## src/rtl/tt_sw_event_encoder.sv

```systemverilog
// Switch conditioner for the vending machine core: synchronizes and debounces the
// four switches, queues one press per switch, and hands presses to the FSM one at a time.
module tt_sw_event_encoder #(
  parameter int SYNC_STAGES     = 2,
  parameter int DEBOUNCE_CYCLES = 1000
) (
  input  logic       clk,
  input  logic       rst_n,
  input  logic       ena,
  input  logic [3:0] sw_raw,
  output logic [3:0] sw_stable,
  output logic       evt_valid,
  output logic [1:0] evt_code,
  input  logic       evt_ack,
  output logic [3:0] pending,
  output logic       overrun
);

  localparam int CNT_W = $clog2(DEBOUNCE_CYCLES);
  localparam logic [CNT_W-1:0] CNT_LAST = CNT_W'(DEBOUNCE_CYCLES - 1);

  logic [SYNC_STAGES*4-1:0] sync_chain;
  logic [3:0]               sync;
  logic [3:0][CNT_W-1:0]    cnt;
  logic [3:0]               stable_q;
  logic                     xfer;
  logic [3:0]               clr;
  logic [3:0]               pend_left;
  logic [3:0]               cap;
  logic [1:0]               next_code;

  assign sync = sync_chain[SYNC_STAGES*4-1 -: 4];

  always_ff @(posedge clk or negedge rst_n) begin
    if (!rst_n) begin
      sync_chain <= '0;
    end else begin
      sync_chain <= {sync_chain[SYNC_STAGES*4-5:0], sw_raw};
    end
  end

  always_ff @(posedge clk or negedge rst_n) begin
    if (!rst_n) begin
      cnt       <= '0;
      sw_stable <= '0;
    end else if (ena) begin
      for (int unsigned b = 0; b < 4; b++) begin
        if (sync[b[1:0]] != sw_stable[b[1:0]]) begin
          if (cnt[b[1:0]] == CNT_LAST) begin
            sw_stable[b[1:0]] <= ~sw_stable[b[1:0]];
            cnt[b[1:0]]       <= '0;
          end else begin
            cnt[b[1:0]] <= cnt[b[1:0]] + 1'b1;
          end
        end else begin
          cnt[b[1:0]] <= '0;
        end
      end
    end
  end

  // The presented event is chosen from pending after this edge's accept is removed;
  // presses captured on this edge are only eligible from the next edge on.
  assign xfer      = evt_valid & evt_ack;
  assign clr       = xfer ? (4'b0001 << evt_code) : '0;
  assign pend_left = pending & ~clr;
  assign cap       = ena ? (sw_stable & ~stable_q) : '0;

  always_comb begin
    next_code = 2'd0;
    if (pend_left[3])      next_code = 2'd3;
    else if (pend_left[2]) next_code = 2'd2;
    else if (pend_left[1]) next_code = 2'd1;
    else                   next_code = 2'd0;
  end

  always_ff @(posedge clk or negedge rst_n) begin
    if (!rst_n) begin
      stable_q  <= '0;
      pending   <= '0;
      overrun   <= 1'b0;
      evt_valid <= 1'b0;
      evt_code  <= '0;
    end else begin
      stable_q <= sw_stable;
      pending  <= pend_left | cap;
      if (|(cap & pend_left)) begin
        overrun <= 1'b1;
      end
      if (!evt_valid || xfer) begin
        evt_valid <= |pend_left;
        if (|pend_left) begin
          evt_code <= next_code;
        end
      end
    end
  end

endmodule

```

## config.mk

```make
export PLATFORM = sky130hd
export DESIGN_NAME = tt_sw_event_encoder
export DESIGN_NICKNAME = d
export VERILOG_FILES = /design/src/rtl/tt_sw_event_encoder.sv
export SDC_FILE = /design/constraint.sdc
export NUM_CORES = 1
export LEC_CHECK = 0
export ABC_CLOCK_PERIOD_IN_PS = 1500
export CELL_PAD_IN_SITES_DETAIL_PLACEMENT = 0
export CELL_PAD_IN_SITES_GLOBAL_PLACEMENT = 2
export CORE_MARGIN = 1
export CORE_UTILIZATION = 37
export DETAILED_ROUTE_END_ITERATION = 8
export DONT_BUFFER_PORTS = 1
export PLACE_DENSITY = 0.77
export SYNTH_ARGS = -nofsm -noshare
export SYNTH_HDL_FRONTEND = slang
export SYNTH_SLANG_ARGS = --single-unit
```

## constraint.sdc

```tcl
create_clock -name clk -period 1.5 [get_ports clk]
set_input_delay 0.3 -clock clk [delete_from_list [all_inputs] [get_ports clk]]
set_output_delay 0.3 -clock clk [all_outputs]
set_load 0.01 [all_outputs]
```

==> metrics.md <==
| Metric | Value |
|---|---|
| Outcome | finished, violations left |
| Failing checks | hold timing |
| WL/cell | between 10 and 15 um |
| Clock buffer depth | 2 |
| Most used DFF post-synth | dfrtp_1 |
| Cell Area, Synth | roughly 3200 um2 |
| Die W | 94.5 um |
| Layout cells sized above 1 | 33.3% |
| Critical path arrival | 1.71 ns |
| HPWL Detailed | 4.86 mm |
| Total vias in the final route | between 2000 and 3000 |
| Max-slew headroom | about 74% |
| Vias/cell | around 5.4 |
| DRT antenna net count | 0 |
| Nets | around 390 |
| Initial Util | 38.3% |
| Initial antenna violation count | 0 |
| Worst Path Max Fanout | 2 |
| Gpl congestion | just under 0.8 |
| Critical path startpoint category | flip-flop |
| Remaining global-route overflow | 0 |
| # clock sinks | 64 |
| Critical Path End Type | flip-flop |
| Setup violations, final | 0 |
| Netlist cell types | between 50 and 60 |
| Synth Register Bits | 64 |
| Initial DRT Pass Iterations | 4 |
| R2r setup slk | 0.01 ns |
| Root Buffer | clkbuf_8 |
| Dpl ws | -0.0574 ns |
| Hold Buf Count CTS | 4 |
| Syn nets | 324 |
| Final Hold Fails | 64 |
| Min cycle time layout | approximately 1.5 ns |
| Hold Crit Class | input port to async pin |
| Cell Count Post-Placement | between 400 and 500 |
| Reg2reg start | cnt[14] |
| Crit path launch | cnt[14] |
| Clk slew on worst S/H paths | about 0.09 ns |
| Lkg Pwr | between 1.5 and 2 nW |
| RSZ-0062 raised after global routing | true |
| Post-synth EDFFs | 0 |
| Global-route wire length before repair | between 10 and 15 mm |
| Area Growth Syn to Fin | 30.8% |
| PwrDens | about 920 nW/um2 |
| Fmax | between 600 and 700 MHz |
| Worst VDD drop | approximately 0.46 mV |
| WL final | roughly 7.3 mm |
| # IOs | 20 |
| Die Height | 94.5 um |
| Sequential area share after synthesis | slightly above 50% |
| Total Routing Usage GR | between 10% and 20% |
| Starting DRT DRC Count | ~140 |
| Syn Area/Cell | about 10 um2 |
| IO buf count | 0 |
| Pin count of the biggest net entering global routing | 65 |
| Gate Count Post-Synth | approximately 310 |
| CTS buffer count | 9 |
| Fin Hold WS | -0.363 ns |
| Die Area | 8930 um2 |
| Max Cap Viol | 0 |
| Core footprint | 8260 um2 |
| Vias in the first global route | between 2000 and 3000 |
| Setup WS post-layout | between 0.01 and 0.015 ns |
| Row cnt | 33 |
| Clock latency on the worst-skew pair | between 0.3 and 0.4 ns |
| CTS tree | yes |
| # diodes | 0 |
| Sum Neg Setup Slack | 0 ns |
| Non-Filler Instances | around 500 |
| DRC violations left | 0 |
| Post-route clock period utilization | 99.3% |
| Final max-slew violation count | 0 |
| H-Tree Level Count | 3 |
| Post-synth ARST share | 100% |
| Total power | between 3 and 4 mW |
| Setup CP Type | flip-flop to flip-flop |
| Worst path required time | between 1.5 and 2 ns |
| Synth warn | 0 |
| Fin Clk Skew | 0.0152 ns |
| Tightest Pin Transition | slightly below 0.4 ns |
synth_stat cells (all sizes together), types with 2 or more instances:
master | instances | area share, %
nand4 | 5 | 1.2
o31a | 2 | 0.59
o21ai | 31 | 5.0
nand2b | 2 | 0.40
xnor2 | 4 | 1.1
buf | 4 | 0.91
dfrtp | 64 | 51
xor2 | 4 | 1.3
or4 | 2 | 0.47
nand3 | 29 | 4.6
o22ai | 2 | 0.40
o2bb2ai | 9 | 2.5
o311ai | 7 | 2.2
a21o | 2 | 0.47
nand2 | 47 | 6.0
a21oi | 5 | 0.79
mux2 | 4 | 1.5
nor2 | 17 | 2.2
inv | 5 | 0.59
or2 | 2 | 0.40
and3 | 13 | 2.6
nand4b | 5 | 1.4
nor3b | 2 | 0.47
mux2i | 10 | 3.2
ha | 4 | 1.6
nand3b | 2 | 0.47
o31ai | 10 | 2.8
clkbuf | 3 | 0.36
nor3 | 5 | 1.1
per-layer routing:
metal	vias to the layer above	track usage [%]	wire [um]
li1	1299	-	-
met1	1265	21.5	3470
met2	48	29.8	3390
met3	8	5.80	317
met4	0	5.18	89
met5	-	0	0
logic make-up (layout without fill, tap and decap cells):
family	Yosys count	in the layout	synth area share (%)
multiplexers	14	14	4.70
AND/OR/NAND/NOR	136	136	22.6
adder cells (fa/ha/maj)	4	4	1.58
buffers and inverters	12	84	1.86
flip-flops	64	64	50.6
AO/OA/AOI/OAI	74	74	16.3
XOR/XNOR	8	8	2.45
critical path: stages (launching register included):
cell,delay [ns]
dfrtp_1,0.38
or3b_4,0.43
nor3_4,0.19
nand2_2,0.08
mux2_4,0.29
sequential cells by signal (all words and copies together) (netlist names):
register,count
cnt,40
evt_code,2
evt_valid,1
overrun,1
pending,4
stable_q,4
sw_stable,4
sync_chain,8
final timing paths:
kind | cells past startpoint | to
max | 4 | sw_stable[1]
min | 0 | pending[2]
max reg2reg | 4 | sw_stable[1]
min reg2reg | 0 | sync_chain[5]
max in group asynchronous | 0 | cnt[13]
min in group clk | 1 | cnt[30]
power by group:
| part | switching [mW] | internal (mW) | total, mW |
|---|---|---|---|
| clock network | 0.711 | 0.818 | 1.53 |
| registers | 0.0877 | 1.81 | 1.90 |
| logic | 0.183 | 0.207 | 0.390 |
through the flow:
| stage | utilization (%) | instance area (um2) |
|---|---|---|
| after floorplan | - | 3170 |
| after global placement | 44.3 | 3660 |
| after detailed placement | 44.3 | 3660 |
| after CTS | 47.5 | 3920 |
| after global routing | 50.2 | 4140 |
| final | 50.2 | 4140 |
cell usage in the layout (no fill, tap or decap), types with 3 or more instances in the layout:
| master | n |
|---|---|
| ha_2 | 4 |
| clkbuf_8 | 10 |
| nand3_1 | 25 |
| o311ai_2 | 4 |
| o2bb2ai_1 | 9 |
| nand3_2 | 3 |
| nand4_1 | 4 |
| nand4b_1 | 5 |
| nor2_2 | 5 |
| inv_1 | 4 |
| nor2_1 | 11 |
| o31ai_2 | 7 |
| o21ai_1 | 5 |
| nand2_1 | 42 |
| o21ai_2 | 4 |
| o21ai_0 | 22 |
| nand2_4 | 3 |
| and3_1 | 11 |
| buf_4 | 59 |
| dlygate4sd3_1 | 4 |
| a21oi_1 | 5 |
| dfrtp_1 | 62 |
| xnor2_1 | 4 |
| mux2i_1 | 10 |
area by class of cell:
class | count | area [um2]
Fill cell | 778 | 4120
Multi-Input combinational cell | 236 | 1700
Sequential cell | 64 | 1600
Timing Repair Buffer | 63 | 483
Clock buffer | 10 | 138
Tap cell | 105 | 131
Clock inverter | 6 | 67.6
Inverter | 5 | 18.8
what timing repair did:
action	CTS	global route
resized for setup	3	43
pin swaps	3	16
endpoints found under the hold margin	68	64
buffers inserted	1	5
endpoints found under the setup margin	5	34
(Power assumes the default switching activity.)
